==> src/rtl/id_issue_ctrl_pkg.sv <==
// Shared definitions for the RV32I ID-stage issue controller: opcodes,
// immediate formats, FSM states and the ID/EX register layout.
package id_issue_ctrl_pkg;

  localparam logic [6:0] OP_IMM = 7'b0010011;
  localparam logic [6:0] LOAD   = 7'b0000011;
  localparam logic [6:0] JALR   = 7'b1100111;
  localparam logic [6:0] SYSTEM = 7'b1110011;
  localparam logic [6:0] STORE  = 7'b0100011;
  localparam logic [6:0] BRANCH = 7'b1100011;
  localparam logic [6:0] JAL    = 7'b1101111;
  localparam logic [6:0] LUI    = 7'b0110111;
  localparam logic [6:0] AUIPC  = 7'b0010111;
  localparam logic [6:0] OP     = 7'b0110011;

  typedef enum logic [2:0] {
    IMM_I,
    IMM_S,
    IMM_SB,
    IMM_UJ,
    IMM_U,
    IMM_NONE
  } imm_fmt_e;

  typedef enum logic {
    ST_RUN,
    ST_STALL
  } issue_state_e;

  typedef struct packed {
    logic [31:0] pc;
    logic [31:0] imm;
    logic [4:0]  rs1;
    logic [4:0]  rs2;
    logic [4:0]  rd;
    logic [2:0]  funct3;
    logic        funct7b5;
    logic        alu_src;
    logic        mem_read;
    logic        mem_write;
    logic        reg_write;
    logic        branch;
    logic        jump;
    logic        illegal;
  } ex_bundle_t;

  // OP (R-type) also maps to IMM_NONE; the caller separates it from illegal.
  function automatic imm_fmt_e imm_fmt_of(input logic [6:0] opcode);
    case (opcode)
      OP_IMM, LOAD, JALR, SYSTEM: return IMM_I;
      STORE:                      return IMM_S;
      BRANCH:                     return IMM_SB;
      JAL:                        return IMM_UJ;
      LUI, AUIPC:                 return IMM_U;
      default:                    return IMM_NONE;
    endcase
  endfunction

endpackage

==> src/rtl/id_issue_ctrl_if.sv <==
// IF/ID-to-EX handshake bundle: upstream instruction offer, flush, and the
// registered ID/EX outputs.
interface id_issue_ctrl_if #(
  parameter int XLEN = 32
);
  logic            if_valid;
  logic [31:0]     if_instr;
  logic [XLEN-1:0] if_pc;
  logic            id_ready;
  logic            flush;
  logic            ex_ready;
  logic            ex_valid;
  logic [XLEN-1:0] ex_pc;
  logic [XLEN-1:0] ex_imm;
  logic [4:0]      ex_rs1;
  logic [4:0]      ex_rs2;
  logic [4:0]      ex_rd;
  logic [2:0]      ex_funct3;
  logic            ex_funct7b5;
  logic            ex_alu_src;
  logic            ex_mem_read;
  logic            ex_mem_write;
  logic            ex_reg_write;
  logic            ex_branch;
  logic            ex_jump;
  logic            ex_illegal;
  logic            stall_active;

  modport master (
    output if_valid, if_instr, if_pc, flush, ex_ready,
    input  id_ready, ex_valid, ex_pc, ex_imm, ex_rs1, ex_rs2, ex_rd,
           ex_funct3, ex_funct7b5, ex_alu_src, ex_mem_read, ex_mem_write,
           ex_reg_write, ex_branch, ex_jump, ex_illegal, stall_active
  );

  modport slave (
    input  if_valid, if_instr, if_pc, flush, ex_ready,
    output id_ready, ex_valid, ex_pc, ex_imm, ex_rs1, ex_rs2, ex_rd,
           ex_funct3, ex_funct7b5, ex_alu_src, ex_mem_read, ex_mem_write,
           ex_reg_write, ex_branch, ex_jump, ex_illegal, stall_active
  );
endinterface

==> src/rtl/id_issue_ctrl_immediategen.sv <==
// RV32I immediate generator: every sign-extended immediate format decoded
// in parallel from one instruction word.
module immediategen (
  input  logic [31:0] instr,
  output logic [31:0] imm_i,
  output logic [31:0] imm_s,
  output logic [31:0] imm_sb,
  output logic [31:0] imm_uj,
  output logic [31:0] imm_u
);
  assign imm_i  = {{20{instr[31]}}, instr[31:20]};
  assign imm_s  = {{20{instr[31]}}, instr[31:25], instr[11:7]};
  assign imm_sb = {{19{instr[31]}}, instr[31], instr[7], instr[30:25], instr[11:8], 1'b0};
  assign imm_uj = {{11{instr[31]}}, instr[31], instr[19:12], instr[20], instr[30:21], 1'b0};
  assign imm_u  = {instr[31:12], 12'b0};
endmodule

==> src/rtl/id_issue_ctrl.sv <==
// ID-stage issue controller: decodes the IF/ID instruction, owns the ID/EX
// register and sequences issue with load-use bubbles and branch flush.
module id_issue_ctrl
  import id_issue_ctrl_pkg::*;
#(
  parameter int XLEN             = 32,
  parameter int LOAD_USE_BUBBLES = 1
) (
  input  logic         clk,
  input  logic         rst,
  id_issue_ctrl_if.slave bus
);
  logic [XLEN-1:0] imm_i, imm_s, imm_sb, imm_uj, imm_u;
  logic [6:0]      opcode;
  imm_fmt_e        fmt;
  ex_bundle_t      dec;
  logic            uses_rs1, uses_rs2;
  logic            slot_free, hazard, id_ready, accept;

  issue_state_e    state_reg;
  logic [1:0]      cnt_reg;
  logic            ex_valid_reg;
  ex_bundle_t      ex_reg;

  immediategen u_immgen (
    .instr  (bus.if_instr),
    .imm_i  (imm_i),
    .imm_s  (imm_s),
    .imm_sb (imm_sb),
    .imm_uj (imm_uj),
    .imm_u  (imm_u)
  );

  assign opcode = bus.if_instr[6:0];
  assign fmt    = imm_fmt_of(opcode);

  always_comb begin
    dec          = '0;
    dec.pc       = bus.if_pc;
    dec.rs1      = bus.if_instr[19:15];
    dec.rs2      = bus.if_instr[24:20];
    dec.rd       = bus.if_instr[11:7];
    dec.funct3   = bus.if_instr[14:12];
    dec.funct7b5 = bus.if_instr[30];
    case (fmt)
      IMM_I:   dec.imm = imm_i;
      IMM_S:   dec.imm = imm_s;
      IMM_SB:  dec.imm = imm_sb;
      IMM_UJ:  dec.imm = imm_uj;
      IMM_U:   dec.imm = imm_u;
      default: dec.imm = '0;
    endcase
    // The ALU second operand is the immediate for I, S and U; JAL adds PC+4.
    dec.alu_src   = fmt inside {IMM_I, IMM_S, IMM_U};
    dec.mem_read  = (opcode == LOAD);
    dec.mem_write = (opcode == STORE);
    dec.branch    = (opcode == BRANCH);
    dec.jump      = (opcode == JAL) || (opcode == JALR);
    dec.illegal   = (fmt == IMM_NONE) && (opcode != OP);
    dec.reg_write = !dec.illegal && !(fmt inside {IMM_S, IMM_SB});
    uses_rs1      = !(fmt inside {IMM_U, IMM_UJ});
    uses_rs2      = (opcode == OP) || (fmt inside {IMM_S, IMM_SB});
  end

  assign slot_free = !ex_valid_reg || bus.ex_ready;
  assign hazard    = ex_valid_reg && ex_reg.mem_read && (ex_reg.rd != 5'd0) && bus.if_valid &&
                     ((uses_rs1 && (dec.rs1 == ex_reg.rd)) || (uses_rs2 && (dec.rs2 == ex_reg.rd)));
  assign id_ready  = !rst && (state_reg == ST_RUN) && slot_free && !hazard && !bus.flush;
  assign accept    = bus.if_valid && id_ready;

  always_ff @(posedge clk or posedge rst) begin
    if (rst) begin
      state_reg    <= ST_RUN;
      cnt_reg      <= '0;
      ex_valid_reg <= 1'b0;
      ex_reg       <= '0;
    end else if (bus.flush) begin
      ex_valid_reg <= 1'b0;
      state_reg    <= ST_RUN;
      cnt_reg      <= '0;
    end else begin
      case (state_reg)
        ST_RUN: begin
          if (accept) begin
            ex_reg       <= dec;
            ex_valid_reg <= 1'b1;
          end else if (slot_free) begin
            ex_valid_reg <= 1'b0;
          end
          // The hazard cycle itself is the first bubble; STALL adds the rest.
          if (hazard && slot_free && (LOAD_USE_BUBBLES > 1)) begin
            state_reg <= ST_STALL;
            cnt_reg   <= 2'(LOAD_USE_BUBBLES - 1);
          end
        end
        ST_STALL: begin
          ex_valid_reg <= 1'b0;
          cnt_reg      <= cnt_reg - 2'd1;
          if (cnt_reg == 2'd1) state_reg <= ST_RUN;
        end
        default: state_reg <= ST_RUN;
      endcase
    end
  end

  assign bus.id_ready     = id_ready;
  assign bus.ex_valid     = ex_valid_reg;
  assign bus.ex_pc        = ex_reg.pc;
  assign bus.ex_imm       = ex_reg.imm;
  assign bus.ex_rs1       = ex_reg.rs1;
  assign bus.ex_rs2       = ex_reg.rs2;
  assign bus.ex_rd        = ex_reg.rd;
  assign bus.ex_funct3    = ex_reg.funct3;
  assign bus.ex_funct7b5  = ex_reg.funct7b5;
  assign bus.ex_alu_src   = ex_reg.alu_src;
  assign bus.ex_mem_read  = ex_reg.mem_read;
  assign bus.ex_mem_write = ex_reg.mem_write;
  assign bus.ex_reg_write = ex_reg.reg_write;
  assign bus.ex_branch    = ex_reg.branch;
  assign bus.ex_jump      = ex_reg.jump;
  assign bus.ex_illegal   = ex_reg.illegal;
  assign bus.stall_active = (state_reg == ST_STALL);

endmodule
==> src/flat_wrapper.sv <==
// flat-port wrapper written by rule: the top's interface ports become plain ports
module id_issue_ctrl_flat import id_issue_ctrl_pkg::*;
#(
  parameter int XLEN             = 32,
  parameter int LOAD_USE_BUBBLES = 1
)
  (clk, rst, bus_if_valid, bus_if_instr, bus_if_pc, bus_flush, bus_ex_ready, bus_id_ready, bus_ex_valid, bus_ex_pc, bus_ex_imm, bus_ex_rs1, bus_ex_rs2, bus_ex_rd, bus_ex_funct3, bus_ex_funct7b5, bus_ex_alu_src, bus_ex_mem_read, bus_ex_mem_write, bus_ex_reg_write, bus_ex_branch, bus_ex_jump, bus_ex_illegal, bus_stall_active);
  id_issue_ctrl_if #(.XLEN(XLEN)) bus_i ();
  input  logic clk;
  input  logic rst;
  input wire logic [$bits(bus_i.if_valid)-1:0] bus_if_valid;
  input wire logic [$bits(bus_i.if_instr)-1:0] bus_if_instr;
  input wire logic [$bits(bus_i.if_pc)-1:0] bus_if_pc;
  input wire logic [$bits(bus_i.flush)-1:0] bus_flush;
  input wire logic [$bits(bus_i.ex_ready)-1:0] bus_ex_ready;
  output wire logic [$bits(bus_i.id_ready)-1:0] bus_id_ready;
  output wire logic [$bits(bus_i.ex_valid)-1:0] bus_ex_valid;
  output wire logic [$bits(bus_i.ex_pc)-1:0] bus_ex_pc;
  output wire logic [$bits(bus_i.ex_imm)-1:0] bus_ex_imm;
  output wire logic [$bits(bus_i.ex_rs1)-1:0] bus_ex_rs1;
  output wire logic [$bits(bus_i.ex_rs2)-1:0] bus_ex_rs2;
  output wire logic [$bits(bus_i.ex_rd)-1:0] bus_ex_rd;
  output wire logic [$bits(bus_i.ex_funct3)-1:0] bus_ex_funct3;
  output wire logic [$bits(bus_i.ex_funct7b5)-1:0] bus_ex_funct7b5;
  output wire logic [$bits(bus_i.ex_alu_src)-1:0] bus_ex_alu_src;
  output wire logic [$bits(bus_i.ex_mem_read)-1:0] bus_ex_mem_read;
  output wire logic [$bits(bus_i.ex_mem_write)-1:0] bus_ex_mem_write;
  output wire logic [$bits(bus_i.ex_reg_write)-1:0] bus_ex_reg_write;
  output wire logic [$bits(bus_i.ex_branch)-1:0] bus_ex_branch;
  output wire logic [$bits(bus_i.ex_jump)-1:0] bus_ex_jump;
  output wire logic [$bits(bus_i.ex_illegal)-1:0] bus_ex_illegal;
  output wire logic [$bits(bus_i.stall_active)-1:0] bus_stall_active;
  assign bus_i.if_valid = bus_if_valid;
  assign bus_i.if_instr = bus_if_instr;
  assign bus_i.if_pc = bus_if_pc;
  assign bus_i.flush = bus_flush;
  assign bus_i.ex_ready = bus_ex_ready;
  assign bus_id_ready = bus_i.id_ready;
  assign bus_ex_valid = bus_i.ex_valid;
  assign bus_ex_pc = bus_i.ex_pc;
  assign bus_ex_imm = bus_i.ex_imm;
  assign bus_ex_rs1 = bus_i.ex_rs1;
  assign bus_ex_rs2 = bus_i.ex_rs2;
  assign bus_ex_rd = bus_i.ex_rd;
  assign bus_ex_funct3 = bus_i.ex_funct3;
  assign bus_ex_funct7b5 = bus_i.ex_funct7b5;
  assign bus_ex_alu_src = bus_i.ex_alu_src;
  assign bus_ex_mem_read = bus_i.ex_mem_read;
  assign bus_ex_mem_write = bus_i.ex_mem_write;
  assign bus_ex_reg_write = bus_i.ex_reg_write;
  assign bus_ex_branch = bus_i.ex_branch;
  assign bus_ex_jump = bus_i.ex_jump;
  assign bus_ex_illegal = bus_i.ex_illegal;
  assign bus_stall_active = bus_i.stall_active;
  id_issue_ctrl #(.XLEN(XLEN), .LOAD_USE_BUBBLES(LOAD_USE_BUBBLES)) u_core (.clk(clk), .rst(rst), .bus(bus_i));
endmodule
==> config.mk <==
export PLATFORM = sky130hd
export DESIGN_NAME = id_issue_ctrl_flat
export DESIGN_NICKNAME = d
export VERILOG_FILES = /design/src/rtl/id_issue_ctrl_pkg.sv /design/src/rtl/id_issue_ctrl_if.sv /design/src/rtl/id_issue_ctrl_immediategen.sv /design/src/rtl/id_issue_ctrl.sv /design/src/flat_wrapper.sv
export SDC_FILE = /design/constraint.sdc
export NUM_CORES = 1
export LEC_CHECK = 0
export BUFFER_PORTS_ARGS = -buffer_cell sky130_fd_sc_hd__clkbuf_2
export CORE_MARGIN = 1.5
export CORE_UTILIZATION = 51
export CTS_BUF_LIST = sky130_fd_sc_hd__clkbuf_8
export DETAILED_ROUTE_END_ITERATION = 10
export GPL_ROUTABILITY_DRIVEN = 0
export GPL_TIMING_DRIVEN = 0
export PLACE_DENSITY = 0.94
export SLEW_MARGIN = 20
export SYNTH_ARGS = -nofsm -noshare
export SYNTH_HDL_FRONTEND = slang
export SYNTH_SLANG_ARGS = --single-unit
==> constraint.sdc <==
create_clock -name clk -period 4.45 [get_ports clk]
set_input_delay 1.1125 -clock clk [delete_from_list [all_inputs] [get_ports clk]]
set_output_delay 1.1125 -clock clk [all_outputs]
set_load 0.01 [all_outputs]
### Yosys cells after proc, flatten, opt, wreduce, memory -nomap -nowiden

Index checks and enable logic that the tools add are counted.

* register bits: 94
* word-level logic and storage cells: 84

* add/sub/neg operators: 1
* equal/unequal tests: 20
* mux-type cells: 11
* bitwise logic cells: 2
* reduce and logical (&&, ||, !) cells: 33

Operators with widths (count)
* one-hot mux 32 bit (5 select lines): 1
* equality test 7 bit, second input constant: 4
* equality test 7 x 6 -> 1 bit, second input constant: 3
* one-hot mux 3 bit (5 select lines): 1
* equality test 7 x 5 -> 1 bit, second input constant: 2
* logical AND 1 bit: 13
* equality test 5 bit: 2
* equality test 7 x 2 -> 1 bit, second input constant: 1
* zero test 1 bit: 7
* != test 7 x 6 -> 1 bit, second input constant: 1
* equality test 3 x 2 -> 1 bit, second input constant: 2
* equality test 3 bit, second input constant: 2
* 2-to-1 mux 1 bit: 6
* nonzero test 2 bit: 3
* nonzero test 5 bit: 1
* logical OR 1 bit: 4
* 2-to-1 mux 2 bit: 2
* != test 4 x 2 -> 1 bit, second input constant: 1
* OR reduction 4 bit: 1
* equality test 3 x 1 -> 1 bit, second input constant: 1
* zero test 3 bit: 1
* AND reduction 3 bit: 1
* nonzero test 3 bit: 1
* equality test 2 x 1 -> 1 bit, second input constant: 1
* other kinds (4): 5

### Longest topological paths before layout

Gate-level depths: netlist of the first run.

* word-level depth: 16
* mapped depth: 8
* mapped depth without buffers: 6

### Cells and area by module

Synthesis of the first run repeated with hierarchy kept, for this count alone.

* cell total of the unflattened synthesis: 798
* area, all modules: 7005.5 um^2

Modules (own cells, without submodules)
* id_issue_ctrl: times used 1, cells each 637, area each 5800.6 um^2, sequential area each 2352.3 um^2
* immediategen: times used 1, cells each 161, area each 1204.9 um^2, sequential area each 0.0 um^2

### Least setup slack after synthesis of the first run

No wires, ideal clock.

* kind: input -> output
* from: in bus_if_instr[5]
* to: out bus_id_ready
* arrival time: 2.436 ns
* data required time: 3.338 ns
* setup slack: 0.902 ns
* stages on the path: 5
* path buffers: 1
* cell sequence: clkbuf_1 nand4b_1 a211oi_4 nor4_1 nor3_4

* word-level cells in the longest chain between the ends: 12
* elaborated cells between the ends (all ways): 28

RTL lines
* from (decl): line flat_wrapper.sv:12 `input wire logic [$bits(bus_i.if_instr)-1:0] bus_if_instr;`
* equality test 7 x 5 -> 1 bit, or another cell as far along: line id_issue_ctrl_pkg.sv:49 `case (opcode)`
* OR reduction 4 bit or OR reduction 2 bit (tied branches): line id_issue_ctrl_pkg.sv:49
* one-hot mux 3 bit (5 select lines): line id_issue_ctrl_pkg.sv:49
* equality test 3 bit, or another cell as far along: line id_issue_ctrl.sv:61 `uses_rs1 = !(fmt inside {IMM_U, IMM_UJ});`
* nonzero test 2 bit, on equally long branches: line id_issue_ctrl.sv:61, id_issue_ctrl.sv:62
* zero test 1 bit or logical OR 1 bit (tied branches): line id_issue_ctrl.sv:61, id_issue_ctrl.sv:62
* logical AND 1 bit: line id_issue_ctrl.sv:67 `((uses_rs1 && (dec.rs1 == ex_reg.rd)) || (uses_rs2 && (dec.rs2 == ex_reg.rd)));`
* logical OR 1 bit (*): line id_issue_ctrl.sv:67
* logical AND 1 bit (*): line id_issue_ctrl.sv:66 `assign hazard = ex_valid_reg && ex_reg.mem_read && (ex_reg.rd != 5'd0) && bus.if_valid &&`
* zero test 1 bit (*): line id_issue_ctrl.sv:68 `assign id_ready = !rst && (state_reg == ST_RUN) && slot_free && !hazard && !bus.flush;`
* logical AND 1 bit (*) (2 in series): line id_issue_ctrl.sv:68
* to (decl): line flat_wrapper.sv:16 `output wire logic [$bits(bus_i.id_ready)-1:0] bus_id_ready;`

Every way passes the cells marked *; elsewhere a longest branch is shown, timed or not.

### Final worst setup path of the first run

Ends and elaborated chain as after synthesis.

==> key figures, run 1 <==
Die
  – Die area: 8850 µm²
  – FP Rows: 33
  – Initial Util: 52.0%
  – I/O Pins: 162
  – Die W: 94.1 µm
  – Die Ht: 94.1 µm
  – Core Area: 8130 µm²

Critical path
  – Crit path largest cell delay: 0.55 ns
  – Crit Path Class: in -> out
  – Startpoint types: input port
  – Delay-heaviest family, CP: simple AND/OR/NAND/NOR gates
  – Worst EP required: 3.34 ns
  – Worst Setup SP: bus_if_instr[5]
  – Buf+Inv Stages, Crit Path: 2
  – WP depth: 6
  – Worst path slowest cell: a211oi_4
  – Critical Path AT: 3.05 ns
  – Worst reg2reg path endpoint: u_core.bus.ex_mem_read$_DFFE_PP0P_
  – CP Capture Type: output port
  – Worst Path Max Fanout: 10
  – Cells along the critical path: clkbuf_1 -> nand4b_1 -> a211oi_4 -> nor4_1 -> nor3_4 -> clkbuf_2
  – Reg-to-reg startpoint: u_core.bus.ex_rd[0]$_DFFE_PP0P_
  – Reg2Reg Setup Slack: 1.58 ns
  – Worst reg2reg path depth: 7

Yosys
  – Yosys reg bits: 94
  – Syn_nets: 414
  – Post-synthesis sequential area ratio: 55.6%
  – Post-synth EDFFs: 0
  – Gate Count Post-Synth: 344
  – YS warnings: 0
  – Ys flop type: dfrtp_1
  – Syn_area_per_cell: 12.3 µm²
  – Cell area after synthesis: 4230 µm²
  – Ys async rst share: 100%
  – Count of different cell masters after synthesis: 38

Power
  – Clock power frac: 26.5%
  – LEAKAGE: 2.75 nW
  – Sequential Power Share: 52.7%
  – Combinational share of power: 20.8%
  – Internal power: 0.00138 W
  – Worst VDD drop: 0.228 mV
  – Switch share: 30.0%
  – Psw: 0.000589 W
  – P per Cell Area: 366 nW/µm²

Run status
  – Status: finished, final reports clean

Clocking
  – CTS Root Cell: clkbuf_8
  – H-tree Lvls: 3
  – TritonCTS clock tree: done
  – Setup repair bufs after CTS: 0
  – Hold_buf cts: 0
  – Clock latency at the later pin of the worst-skew pair: 0.34 ns
  – # clock sinks: 94
  – Reg clk slew, reported paths: 0.09 ns
  – TritonCTS buffer count: 9
  – Post-CTS Resized: 0
  – Bufs on Longest Clock Path: 2

STA
  – Final Hold Viols: 0
  – Worst-margin pin slew: 1.02 ns
  – Period Utilization, post-route: 93.5%
  – Clock Skew: 0.00738 ns
  – Fmax: 0.240 GHz
  – Final setup TNS: 0 ns
  – Final worst setup slack: 0.289 ns
  – Max-Slew Margin vs Limit: 31.2%
  – Final Slew Violations: 0
  – Crit path time final: 4.16 ns
  – Setup repair after global routing missed its margin: false
  – Final setup fails: 0

Detailed routing
  – Vias: 3405
  – Via density: 5.45
  – Final WL: 10.5 mm
  – Initial DRC Count: 288
  – Drt wl/cell: 16.8 µm
  – DRC viols: 0
  – 1st-pass router iterations: 5
  – Antenna Nets Post-Route: 0

Global routing
  – First-pass GRT wire length: 16.5 mm
  – Largest net degree at the start of global routing: 59
  – Total global-route track usage: 24.1%
  – Initial antenna violation count: 0
  – Vias in the first global route: 3436
  – Gr ovfl total: 0

Finish
  – Syn-to-layout area delta: 27.0%
  – Ant diodes: 0
  – Fin nets: 585
  – Most common cell after layout, fill and taps aside: clkbuf_2
  – Fill cells: 621
  – Layout cells sized above 1: 37.3%
  – Most frequent cells in the layout: clkbuf_2 (159), dfrtp_1 (94), mux2_1 (64)

Worst hold path
  – Hold Crit Class: reg -> reg
  – Hold Path Depth: 1
  – Hold path start: u_core.bus.ex_jump$_DFFE_PP0P_
  – Hold path endpoint: u_core.bus.ex_jump$_DFFE_PP0P_

Job
  – # Max-Cap Violations: 0

Place
  – Pre-CTS setup slack: 0.327 ns
  – DP Wirelength: 8.18 mm
  – Number of I/O port buffers: 159
synth_stat cells, types with 2 or more instances:
cell | number | area, µm²
or4_1 | 2 | 15.0
a21oi_1 | 24 | 120
a22o_1 | 6 | 52.6
clkbuf_1 | 8 | 30.0
inv_1 | 25 | 93.8
nor2b_1 | 2 | 12.5
nand4_1 | 7 | 43.8
buf_2 | 9 | 45.0
nor3_1 | 2 | 10.0
nand2b_1 | 3 | 18.8
mux2i_1 | 21 | 210
o22ai_1 | 2 | 12.5
dfrtp_1 | 94 | 2350
nand2_1 | 10 | 37.5
nor4_1 | 5 | 31.3
o21ai_0 | 5 | 25.0
mux2_1 | 64 | 721
a21bo_2 | 6 | 60.1
xnor2_1 | 10 | 87.6
nand3b_1 | 2 | 15.0
nor2_1 | 14 | 52.6
nand3_1 | 7 | 35.0
power by group through the flow:
stage                     sequential (W)  combinational [W]  clock [W]
final                            0.00104           0.000408   0.000521
after global routing             0.00105           0.000449   0.000564
after CTS                        0.00104           0.000413   0.000532
after detailed placement         0.00105           0.000412          0
after global placement           0.00104           0.000392          0
after floorplan                  0.00110           0.000159          0
worst max path at each step:
stage,endpoint,slack [ns]
after detailed placement,bus_id_ready,0.33
after global routing,bus_id_ready,0.19
after global placement,u_core.bus.ex_pc[15]$_DFFE_PP0P_,-0.02
after floorplan,u_core.bus.ex_alu_src$_DFFE_PP0P_,0.89
after CTS,bus_id_ready,0.33
final,bus_id_ready,0.29
layout make-up:
type                            count  area [µm²]  share of cell area [%]
Sequential cell                    94        2350                    43.8
Multi-Input combinational cell    208        1710                    31.9
Timing Repair Buffer              160         823                    15.3
Clock buffer                       10         138                    2.56
Tap cell                          105         131                    2.44
Inverter                           25        96.3                    1.79
Buffer                             17        75.1                    1.40
Clock inverter                      6        46.3                   0.861
layer usage:
layer | track usage [%] | vias up | routed length, µm
li1 | - | 1551 | -
met1 | 30.4 | 1665 | 4180
met2 | 40.7 | 167 | 5360
met3 | 4.61 | 22 | 765
met4 | 10.2 | 0 | 217
met5 | 0 | - | 0
metrics by stage:
| stage | utilization, % | instances | hold WS [ns] | cell area (µm²) | total power, W |
|---|---|---|---|---|---|
| floorplan | - | 344 | 0.486 | 4230 | 0.00125 |
| global placement | 63.4 | 608 | 0.472 | 5160 | 0.00143 |
| detailed placement | 63.8 | 609 | 0.478 | 5190 | 0.00147 |
| CTS | 66.1 | 625 | 0.501 | 5370 | 0.00198 |
| global route | 66.1 | 625 | 0.508 | 5370 | 0.00206 |
| finish | 66.1 | 625 | 0.495 | 5370 | 0.00196 |
logic make-up (layout without fill, tap and decap cells):
family                   Yosys count  after routing  share of synthesized area [%]
AND/OR/NAND/NOR                   61             61                           7.83
flip-flops                        94             94                           55.6
adder cells (fa/ha/maj)            1              1                          0.296
XOR/XNOR                          10             10                           2.07
buffers and inverters             42            218                           3.99
AO/OA/AOI/OAI                     51             51                           8.25
multiplexers                      85             85                           22.0
Note: power is estimated with default switching activity, not from simulation.
==> inputs of run 2 (changes only) <==
==> constraint.sdc (replaced) <==
create_clock -name clk -period 4.45 [get_ports clk]
set_input_delay 0.2225 -clock clk [delete_from_list [all_inputs] [get_ports clk]]
set_output_delay 0.2225 -clock clk [all_outputs]
set_load 0.01 [all_outputs]
==> key figures, run 2 (synthesized netlist as in run 1, its figures left out) <==
STA
  – Setup repair after global routing missed its margin: false
  – Period Utilization, post-route: 64.0%
  – Fmax: 0.351 GHz
  – Final setup fails: 0
  – Crit path time final: 2.85 ns
  – Final setup TNS: 0 ns
  – Final worst setup slack: 1.60 ns
  – Worst-margin pin slew: 1.04 ns
  – Max-Slew Margin vs Limit: 30.2%
  – Final Hold Viols: 0
  – Final Slew Violations: 0
  – Clock Skew: 0.00947 ns

Critical path
  – CP Capture Type: flip-flop
  – Worst EP required: 4.67 ns
  – Startpoint types: flip-flop
  – Worst Path Max Fanout: 10
  – Crit Path Class: reg -> reg
  – Worst reg2reg path depth: 7
  – Critical Path AT: 3.07 ns

Detailed routing
  – Drt wl/cell: 16.8 µm
  – Final WL: 10.5 mm
  – Vias: 3433
  – Initial DRC Count: 294
  – 1st-pass router iterations: 5
  – DRC viols: 0
  – Via density: 5.48
  – Antenna Nets Post-Route: 0

Die
  – Die W: 94.1 µm
  – I/O Pins: 162
  – Initial Util: 52.0%
  – Die area: 8850 µm²
  – Core Area: 8130 µm²
  – Die Ht: 94.1 µm
  – FP Rows: 33

Finish
  – Layout cells sized above 1: 37.2%
  – Most common cell after layout, fill and taps aside: clkbuf_2
  – Final instance area: 5380 µm²
  – Fin nets: 586
  – Syn-to-layout area delta: 27.2%
  – Post-layout instance count excluding filler cells: 626
  – Most frequent cells in the layout: clkbuf_2 (159), dfrtp_1 (94), mux2_1 (64)
  – Ant diodes: 0

Worst hold path
  – Hold Path Depth: 2
  – Hold Crit Class: in -> reg

Place
  – DP Wirelength: 8.18 mm
  – Cell Area, Placed: 5190 µm²
  – DP Cell Count: 609
  – Number of I/O port buffers: 159
  – Pre-CTS setup slack: 1.54 ns

Global routing
  – Initial antenna violation count: 0
  – Total global-route track usage: 24.1%
  – Largest net degree at the start of global routing: 59
  – Gr ovfl total: 0
  – Vias in the first global route: 3437
  – First-pass GRT wire length: 16.4 mm

Clocking
  – Post-CTS Resized: 0
  – TritonCTS buffer count: 9
  – # clock sinks: 94
  – H-tree Lvls: 3
  – CTS Root Cell: clkbuf_8
  – Clock latency at the later pin of the worst-skew pair: 0.35 ns
  – Setup repair bufs after CTS: 0
  – TritonCTS clock tree: done
  – Reg clk slew, reported paths: 0.09 ns
  – Bufs on Longest Clock Path: 2

Run status
  – Status: finished, final reports clean

Power
  – Worst VDD drop: 0.229 mV
  – LEAKAGE: 2.76 nW
  – Design Power: 0.00197 W
  – P per Cell Area: 365 nW/µm²

Job
  – # Max-Cap Violations: 0
run 2: stage by stage:
step	util, %	hold slack, ns
final	66.2	0.0809
after global routing	66.2	0.0802
after CTS	66.2	0.0712
after detailed placement	63.8	0.285
after global placement	63.4	0.433
after floorplan	-	0.289
run 2: routing by layer:
layer | share of wire (%) | vias up | global-route usage, %
met1 | 40 | 1659 | 30.4
met2 | 51 | 180 | 40.6
met3 | 7.0 | 37 | 4.61
met5 | 0 | - | 0
li1 | - | 1557 | -
met4 | 2.7 | 0 | 10.2
run 2: layout make-up:
class,instances,area (µm²)
clock buffer,10,138
timing repair buffer,161,833
clock inverter,6,46.3
fill,618,2750
multi-input combinational,208,1710
sequential,94,2350
tap,105,131
buffer,17,75.1
inverter,25,96.3
run 2: final timing paths:
| kind | from | slack (ns) | endpoint |
|---|---|---|---|
| worst min register to register | u_core.bus.ex_jump$_DFFE_PP0P_ | 0.49 | u_core.bus.ex_jump$_DFFE_PP0P_ |
| worst min-delay path | bus_if_pc[19] | 0.08 | u_core.bus.ex_pc[19]$_DFFE_PP0P_ |
| worst max-delay path | u_core.bus.ex_rd[0]$_DFFE_PP0P_ | 1.60 | u_core.bus.ex_mem_read$_DFFE_PP0P_ |
| min in group asynchronous | rst | 0.45 | u_core.bus.ex_imm[10]$_DFFE_PP0P_ |
| max in group asynchronous | rst | 3.34 | u_core.bus.ex_imm[21]$_DFFE_PP0P_ |
| worst max register to register | u_core.bus.ex_rd[0]$_DFFE_PP0P_ | 1.60 | u_core.bus.ex_mem_read$_DFFE_PP0P_ |
run 2: where the power goes:
| part | switching [W] | internal, W |
|---|---|---|
| Clock | 0.000299 | 0.000222 |
| Sequential | 0.0000721 | 0.000964 |
| Combinational | 0.000218 | 0.000190 |
| Total | 0.000589 | 0.00138 |
run 2: repair_timing:
| action | in CTS | in global routing |
|---|---|---|
| hold endpoints to repair | 36 | 0 |
| hold buffers | 1 | 0 |
| setup endpoints to repair | 0 | 0 |
run 2: worst max-delay path, stage by stage, from the launching register on:
cell and delay [ns]:
dfrtp_1 0.47, or4_1 0.57, o2111ai_1 0.26, nor4_1 0.14
nor3_4 0.43, nand2_2 0.24, buf_2 0.28, mux2_1 0.35
